### src/rtl/dft_gray_pipe.sv
// dft_gray_pipe: two-stage registered 5-bit Gray-code datapath with a
// 10-bit mux-D scan chain through both stages and an LFSR/MISR BIST engine.
// Stage A captures data_in (or the LFSR pattern while BIST runs); stage B
// captures gray(A). The BIST controller flops are not part of the scan chain.
module dft_gray_pipe (
  input  logic       refclk,
  input  logic       reset,
  input  logic [4:0] data_in,
  output logic [4:0] data_out,
  input  logic       scan_en,
  input  logic       scan_in,
  output logic       scan_out,
  input  logic       bist_start,
  output logic       bist_done,
  output logic [4:0] bist_sig
);

  typedef enum logic [1:0] {
    ST_IDLE = 2'd0,
    ST_RUN  = 2'd1,
    ST_DONE = 2'd2
  } bist_state_t;

  // Gray encoding of a 5-bit word.
  function automatic logic [4:0] gray5(input logic [4:0] v);
    return v ^ {1'b0, v[4:1]};
  endfunction

  // One shift of the 5-bit feedback register shared by the LFSR and the MISR.
  function automatic logic [4:0] fb_step(input logic [4:0] v);
    return {v[3:0], v[4] ^ v[2]};
  endfunction

  logic [4:0]  stage_a_r, stage_a_s;
  logic [4:0]  stage_b_r, stage_b_s;
  logic [4:0]  lfsr_r,    lfsr_s;
  logic [4:0]  misr_r,    misr_s;
  logic [5:0]  cnt_r,     cnt_s;
  bist_state_t state_r,   state_s;
  logic        done_r,    done_s;

  // Next-state logic: scan shift has priority, then BIST run, then functional capture.
  always_comb begin
    stage_a_s = stage_a_r;
    stage_b_s = stage_b_r;
    lfsr_s    = lfsr_r;
    misr_s    = misr_r;
    cnt_s     = cnt_r;
    state_s   = state_r;

    if (scan_en) begin
      // Chain order: scan_in -> A[0..4] -> B[0..4] -> scan_out.
      {stage_b_s, stage_a_s} = {stage_b_r[3:0], stage_a_r, scan_in};
      if (state_r == ST_RUN) begin
        state_s = ST_IDLE;
      end else begin
        state_s = state_r;
      end
    end else begin
      stage_b_s = gray5(stage_a_r);
      case (state_r)
        ST_RUN: begin
          stage_a_s = lfsr_r;
          lfsr_s    = fb_step(lfsr_r);
          cnt_s     = cnt_r + 6'd1;
          // B only holds a pattern-derived value from the third run edge on.
          if (cnt_r >= 6'd2) begin
            misr_s = fb_step(misr_r) ^ stage_b_r;
          end else begin
            misr_s = misr_r;
          end
          if (cnt_r == 6'd32) begin
            state_s = ST_DONE;
          end else begin
            state_s = ST_RUN;
          end
        end
        ST_IDLE, ST_DONE: begin
          stage_a_s = data_in;
          if (bist_start) begin
            state_s = ST_RUN;
            cnt_s   = 6'd0;
            lfsr_s  = 5'b00001;
            misr_s  = 5'b00000;
          end else begin
            state_s = state_r;
          end
        end
        default: begin
          stage_a_s = data_in;
          state_s   = ST_IDLE;
        end
      endcase
    end

    done_s = (state_s == ST_DONE);
  end

  // State and datapath registers with asynchronous active-low reset.
  always_ff @(posedge refclk or negedge reset) begin
    if (!reset) begin
      stage_a_r <= 5'b00000;
      stage_b_r <= 5'b00000;
      lfsr_r    <= 5'b00001;
      misr_r    <= 5'b00000;
      cnt_r     <= 6'd0;
      state_r   <= ST_IDLE;
      done_r    <= 1'b0;
    end else begin
      stage_a_r <= stage_a_s;
      stage_b_r <= stage_b_s;
      lfsr_r    <= lfsr_s;
      misr_r    <= misr_s;
      cnt_r     <= cnt_s;
      state_r   <= state_s;
      done_r    <= done_s;
    end
  end

  assign data_out  = stage_b_r;
  assign scan_out  = stage_b_r[4];
  assign bist_done = done_r;
  assign bist_sig  = misr_r;

endmodule

### config.mk
export PLATFORM = sky130hd
export DESIGN_NAME = dft_gray_pipe
export DESIGN_NICKNAME = d
export VERILOG_FILES = /design/src/rtl/dft_gray_pipe.sv
export SDC_FILE = /design/constraint.sdc
export NUM_CORES = 1
export LEC_CHECK = 0
export CAP_MARGIN = 20
export CELL_PAD_IN_SITES_DETAIL_PLACEMENT = 0
export CELL_PAD_IN_SITES_GLOBAL_PLACEMENT = 1
export CORE_ASPECT_RATIO = 0.75
export CORE_UTILIZATION = 45
export CTS_BUF_LIST = sky130_fd_sc_hd__clkbuf_4 sky130_fd_sc_hd__clkbuf_8
export DETAILED_ROUTE_END_ITERATION = 12
export GPL_ROUTABILITY_DRIVEN = 0
export HOLD_SLACK_MARGIN = 0.15
export PLACE_DENSITY = 0.91
export SETUP_SLACK_MARGIN = 0.05
export SYNTH_ARGS = -nofsm -noshare
export SYNTH_HDL_FRONTEND = slang
export SYNTH_SLANG_ARGS = --single-unit
### constraint.sdc
create_clock -name refclk -period 4.17 [get_ports refclk]
set_input_delay 0.834 -clock refclk [delete_from_list [all_inputs] [get_ports refclk]]
set_output_delay 0.834 -clock refclk [all_outputs]
set_load 0.03 [all_outputs]
==> flow_summary_export.csv, run 1 <==
group,metric,value,unit
placement,portBuffers,21,
power_and_ir_drop,internal_power,0.629,mW
logic_synthesis,synthFlopType,"dfrtp_1",
outcome,status,"finished clean",
clocking,htreeDepth,2,
layout,antennaDiodeCount,0,
clocking,path_clk_slew,0.06,ns
logic_synthesis,avgSynthCellArea,10.5,sq um
floorplanning,core_area,2980,sq um
setup_path,startpoint_type,"input pin",
logic_synthesis,yosys.area.top_type,"dfrtp_1",
drt,wire_per_inst,12.4,um
logic_synthesis,ys_ff_latch,29,
placement,dp_hpwl,1760,um
clocking,cts_resized,0,
setup_path,cp.arrival,2.63,ns
global_routing,track_usage,17.3,%
power_and_ir_drop,p_per_area,541,nW/um^2
setup_path,cp_max_fo,29,
logic_synthesis,syn-num-nets,148,
drt,met1_length,1280,um
logic_synthesis,syn_area,1420,sq um
clocking,cts_tree,"yes",
global_routing,antenna_found_initial,0,
drt,ant_nets,0,
floorplanning,rows,17,
drt,via_count,979,
layout,drive_gt1_share,9.43,%
placement,place_inst,189,
timing,finalSetupViolCount,0,
drt,drtPass1Iterations,4,
layout,fin_cells,197,
logic_synthesis,synth_compound_area_share,13.0,%
power_and_ir_drop,switching_share,33.8,%
drt,route.met2.wl,1020,um
power_and_ir_drop,ir_drop,0.307,mV
global_routing,grt_max_degree,30,
clocking,clockBufferDepth,2,
power_and_ir_drop,leakage,0.802,nW
timing,clock_skew,0.00665,ns
power_and_ir_drop,switching_power,0.321,mW
logic_synthesis,synthXorXnorAreaFrac,9.23,%
timing,post-route-period-util,59.2,%
setup_path,crit_path_end_kind,"flop",
floorplanning,start_util,47.8,%
floorplanning,chipWidth,66.9,um
layout,final_design_area_no_fill,1760,sq um
timing,worstMarginPinSlew,0.911,ns
layout,areaGrowthSynthToFinish,23.7,%
logic_synthesis,yosysMostFrequentCell,"dfrtp_1",
global_routing,gr-total-overflow,0,
drt,wl_met3,120,um
setup_path,max_stage_delay,0.88,ns
setup_path,crit_chain,"clkdlybuf4s50_1 > nand4b_1 > a211oi_1 > xnor2_1 > nor2_1",
layout,fin_nets,171,
drt,drtIter0Drc,56,
placement,placed_area,1660,sq um
timing,fin_setup_tns,0,ns
timing,max_freq,0.405,GHz
logic_synthesis,async_flop_share,100,%
logic_synthesis,synth_top_area_share,49.3,%
timing,period_needed,2.47,ns
timing,slew_violations,0,
layout,fillers,251,
logic_synthesis,ys_seq_area_share,51.1,%
setup_path,crit_slowest_cell,"clkdlybuf4s50_1",
clocking,cts.sinks,29,
timing,rsz0062_at_grt,"false",
power_and_ir_drop,combPwrFrac,31.4,%
floorplanning,die_h,50.7,um
clocking,insertion_delay,0.28,ns
setup_path,cp.required,4.33,ns
setup_path,critPathBufInv,1,
min_path,hold_path.class,"reg2reg",
floorplanning,dieArea,3390,sq um
logic_synthesis,synth_fa_ha_area_share,2.64,%
logic_synthesis,synth_edf_count,0,
clocking,cts_hold_buf,0,
logic_synthesis,ys_warn_count,0,
logic_synthesis,synth_area_leaders,"dfrtp_1, mux2i_1, xnor2_1",
power_and_ir_drop,seqPwrFrac,42.5,%
drt,drc,0,
logic_synthesis,muxShareOfSynthArea,7.83,%
timing,slew_headroom,39.0,%
power_and_ir_drop,power.clock.fraction,26.1,%
clocking,cts_setup_buffers,0,
drt,top_layer,"met4",
setup_path,crit_family,"buffers and inverters",
logic_synthesis,synthCells,135,
logic_synthesis,synth.distinct_cells,29,
setup_path,critPathKind,"in2reg",
logic_synthesis,synthSimpleGateAreaFrac,12.2,%
run,drv_cap,0,
drt,via_per_inst,4.97,
timing,hold_viol,0,
clocking,cts-root-buf,"clkbuf_8",
logic_synthesis,synth.cells.most_frequent,"dfrtp_1, nand2_1, o21ai_0",
drt,routed_wl,2450,um
global_routing,grt_pass1_vias,947,
global_routing,grt_pass1_wl,4150,um
logic_synthesis,synth_top_family_by_area,"compound AO/OA/AOI/OAI gates",
clocking,cts_made_buffers,5,
floorplanning,pin_count,22,
## routing by layer
| metal | vias up | global-route usage, % |
|---|---|---|
| li1 | 499 | - |
| met1 | 448 | 23.3 |
| met2 | 26 | 24.9 |
| met3 | 6 | 6.14 |
| met4 | 0 | 7.45 |
| met5 | - | 0 |
## worst min-delay path, stage by stage, from the launching register on
cell and delay (ns):
dfrtp_1 0.35, nand2_1 0.06, o21ai_0 0.06
## registers in the layout (all words and copies together) (netlist names)
name,cells
cnt_r,6
state_r,2
lfsr_r,5
bist_sig,5
stage_a_r,5
bist_done,1
data_out,5
## power by group through the flow
stage / Sequential [mW] / Clock, mW / Combinational (mW)
final: 0.404 / 0.248 / 0.299
after floorplan: 0.458 / 0 / 0.142
after CTS: 0.404 / 0.254 / 0.303
after detailed placement: 0.409 / 0 / 0.301
after global placement: 0.408 / 0 / 0.295
after global routing: 0.413 / 0.265 / 0.328
## layout by cell type (no fill, tap or decap)
master            n
nand2_1          21
nor4_1            1
xnor2_1          11
clkdlybuf4s50_1  21
o31ai_1           1
nand2b_1          2
nor2_1            8
a211oi_1          3
nand3b_1          1
nand4b_1          1
mux2i_1          10
nand2b_4          1
buf_4             1
a21oi_2           1
a21oi_1           2
clkbuf_4          2
xor2_1            4
inv_1             8
a22o_1            4
dfrtp_1          28
o41ai_4           1
a21o_1            1
ha_1              3
nand3_1           1
mux2_2            1
clkbuf_8          6
or4_4             1
dfstp_2           1
o21ai_0          12
a31oi_1           1
## path summary, 6_finish.rpt
check                             start           end  slack [ns]  cells after the start
max in group asynchronous         reset     lfsr_r[0]        2.93                      2
max                             scan_en      cnt_r[5]        1.70                      5
min in group asynchronous         reset      cnt_r[0]        0.94                      2
max reg2reg                  state_r[0]   bist_sig[0]        2.10                      4
min                        stage_a_r[0]  stage_a_r[1]        0.51                      2
min reg2reg                stage_a_r[0]  stage_a_r[1]        0.51                      2
## layout make-up
type / count / area, sq um / share of cell area, %
clock buffers: 8 / 97.6 / 5.55
inverters: 8 / 30.0 / 1.71
multi-input cells: 92 / 639 / 36.3
flip-flops and latches: 29 / 727 / 41.3
well taps: 38 / 47.5 / 2.70
repair buffers: 22 / 218 / 12.4
## kinds of logic after synthesis
kind of cell,after synthesis
AO/OA/AOI/OAI,26
multiplexers,11
XOR/XNOR,15
AND/OR/NAND/NOR,37
adder cells (fa/ha/maj),3
buffers and inverters,14
flip-flops,29
## per-stage QoR
stage	worst slack [ns]	util [%]	hold slack, ns	total power [mW]
final	1.70	59.1	0.513	0.951
after global routing	1.57	59.1	0.555	1.01
after CTS	1.72	59.1	0.518	0.961
after detailed placement	1.43	55.8	0.506	0.710
after global placement	1.49	55.8	0.500	0.702
after floorplan	2.36	-	0.473	0.601
No activity file was read; power rests on OpenSTA's default activity.
==> run 2, diff against run 1 <==
CORE_UTILIZATION = 43   (was 45)
PLACE_DENSITY = 0.88   (was 0.91)
clock period = 2.36 ns   (was 4.17 ns; I/O delays follow)
==> run 2 against run 1 <==
  * Via count up 4.0%
  * Utilization fell by 1.2 points
  * Wire length increased by 15%
  * Sequential power increased by 78%
  * Sequential cell count is the same
  * Hold slack improved by 0.011 ns
  * Largest cell class unchanged
  * Highest routed layer unchanged
==> flow_summary_export.csv, run 2 (synthesized netlist as in run 1, its figures left out) <==
group,metric,value,unit
layout,antennaDiodeCount,0,
timing,hold_ws,0.524,ns
clocking,cts.sinks,29,
layout,fillers,282,
timing,fin_setup_tns,0,ns
floorplanning,dieArea,3540,sq um
setup_path,startpoint_type,"flop",
timing,clock_skew,0.00402,ns
run,drv_cap,0,
drt,via_count,1018,
timing,worstMarginPinSlew,0.520,ns
layout,drive_gt1_share,10.0,%
global_routing,track_usage,19.3,%
drt,drc,0,
clocking,cts-root-buf,"clkbuf_8",
timing,slew_headroom,65.2,%
clocking,cts_hold_buf,0,
setup_path,cp_max_fo,14,
setup_path,crit_family,"simple AND/OR/NAND/NOR gates",
timing,hold_viol,0,
global_routing,grt_max_degree,30,
clocking,insertion_delay,0.28,ns
global_routing,gr-total-overflow,0,
setup_path,crit_chain,"nand2b_4 > or4_4 > o41ai_4 > mux2i_1",
clocking,cts_tree,"yes",
floorplanning,core_area,3040,sq um
drt,ant_nets,0,
drt,routed_wl,2810,um
setup_path,r2r_slack,0.36,ns
timing,rsz0062_at_grt,"false",
setup_path,cp.arrival,2.21,ns
setup_path,crit_path_end_kind,"flop",
setup_path,max_stage_delay,0.55,ns
layout,fin_nets,172,
clocking,cts_setup_buffers,0,
drt,drtPass1Iterations,4,
layout,final_core_util,57.9,%
clocking,cts_made_buffers,5,
timing,finalSetupViolCount,0,
layout,largest_register_ffs,6,
floorplanning,chipWidth,68.4,um
floorplanning,rows,17,
layout,areaGrowthSynthToFinish,23.7,%
power_and_ir_drop,p_per_area,957,nW/um^2
clocking,path_clk_slew,0.06,ns
clocking,htreeDepth,2,
setup_path,cp.required,2.56,ns
outcome,status,"finished clean",
setup_path,critPathBufInv,0,
layout,multi_input_area,639,sq um
placement,portBuffers,21,
timing,post-route-period-util,84.9,%
placement,dp_hpwl,1950,um
layout,seqCellArea,727,sq um
layout,top_register,"cnt_r",
clocking,clockBufferDepth,2,
drt,drtIter0Drc,55,
layout,final_cell_mix,"dfrtp_1, nand2_1, clkdlybuf4s50_1, o21ai_0, xnor2_1",
floorplanning,die_h,51.8,um
clocking,cts_resized,0,
timing,period_needed,2.00,ns
setup_path,critPathKind,"reg2reg",
timing,max_freq,0.499,GHz
floorplanning,start_util,46.8,%
global_routing,grt_pass1_vias,1006,
min_path,hold_path.class,"reg2reg",
timing,slew_violations,0,
floorplanning,pin_count,22,
setup_path,crit_slowest_cell,"dfrtp_1",
power_and_ir_drop,leakage,0.804,nW
drt,via_per_inst,5.14,
drt,wire_per_inst,14.2,um
power_and_ir_drop,ir_drop,0.582,mV
global_routing,grt_pass1_wl,4640,um
layout,layout_commonest_cell,"dfrtp_1",
global_routing,antenna_found_initial,0,
run 2: changes by cell type in the layout (fill, tap and decap cells not counted):
cell and delta:
buf_4 +1, clkbuf_4 +1, clkbuf_8 -1
run 2: stage by stage:
| step | cell area (sq um) | total power [mW] | setup WS [ns] | instances |
|---|---|---|---|---|
| after floorplan | 1420 | 1.06 | 0.551 | 135 |
| final | 1760 | 1.68 | 0.355 | 198 |
| after global placement | 1670 | 1.25 | 0.451 | 190 |
| after global routing | 1760 | 1.78 | 0.243 | 198 |
| after CTS | 1760 | 1.70 | 0.342 | 198 |
| after detailed placement | 1670 | 1.26 | 0.384 | 190 |
run 2: path summary, 6_finish.rpt:
check,startpoint,end,depth (start not counted)
worst max-delay path,state_r[0],bist_sig[0],4
worst min-delay path,stage_a_r[0],stage_a_r[1],2
worst max register to register,state_r[0],bist_sig[0],4
worst min register to register,stage_a_r[0],stage_a_r[1],2
max in group asynchronous,reset,lfsr_r[0],2
min in group asynchronous,reset,cnt_r[2],2
run 2: area by class of cell:
class | count | share of cell area [%]
clock buffers | 8 | 5.19
inverters | 8 | 1.71
multi-input cells | 92 | 36.3
flip-flops and latches | 29 | 41.3
well taps | 38 | 2.70
repair buffers | 23 | 12.8
run 2: report_power, final:
part | switching (mW) | internal (mW)
Combinational | 0.287 | 0.250
Clock | 0.184 | 0.243
Sequential | 0.118 | 0.603
Total | 0.589 | 1.10
run 2: tightest hold or removal path: cells and delay by family (launching register included):
family          cells  cell delay (ns)
flops               1             0.36
compound gates      1             0.07
simple gates        1             0.06
run 2: metal layers:
metal,up-vias,global-route usage [%],share of wire (%)
met5,-,0,0
met4,0,10.8,1.9
met3,6,7.89,4.8
met2,22,27.5,44
met1,489,24.4,49
li1,501,-,-
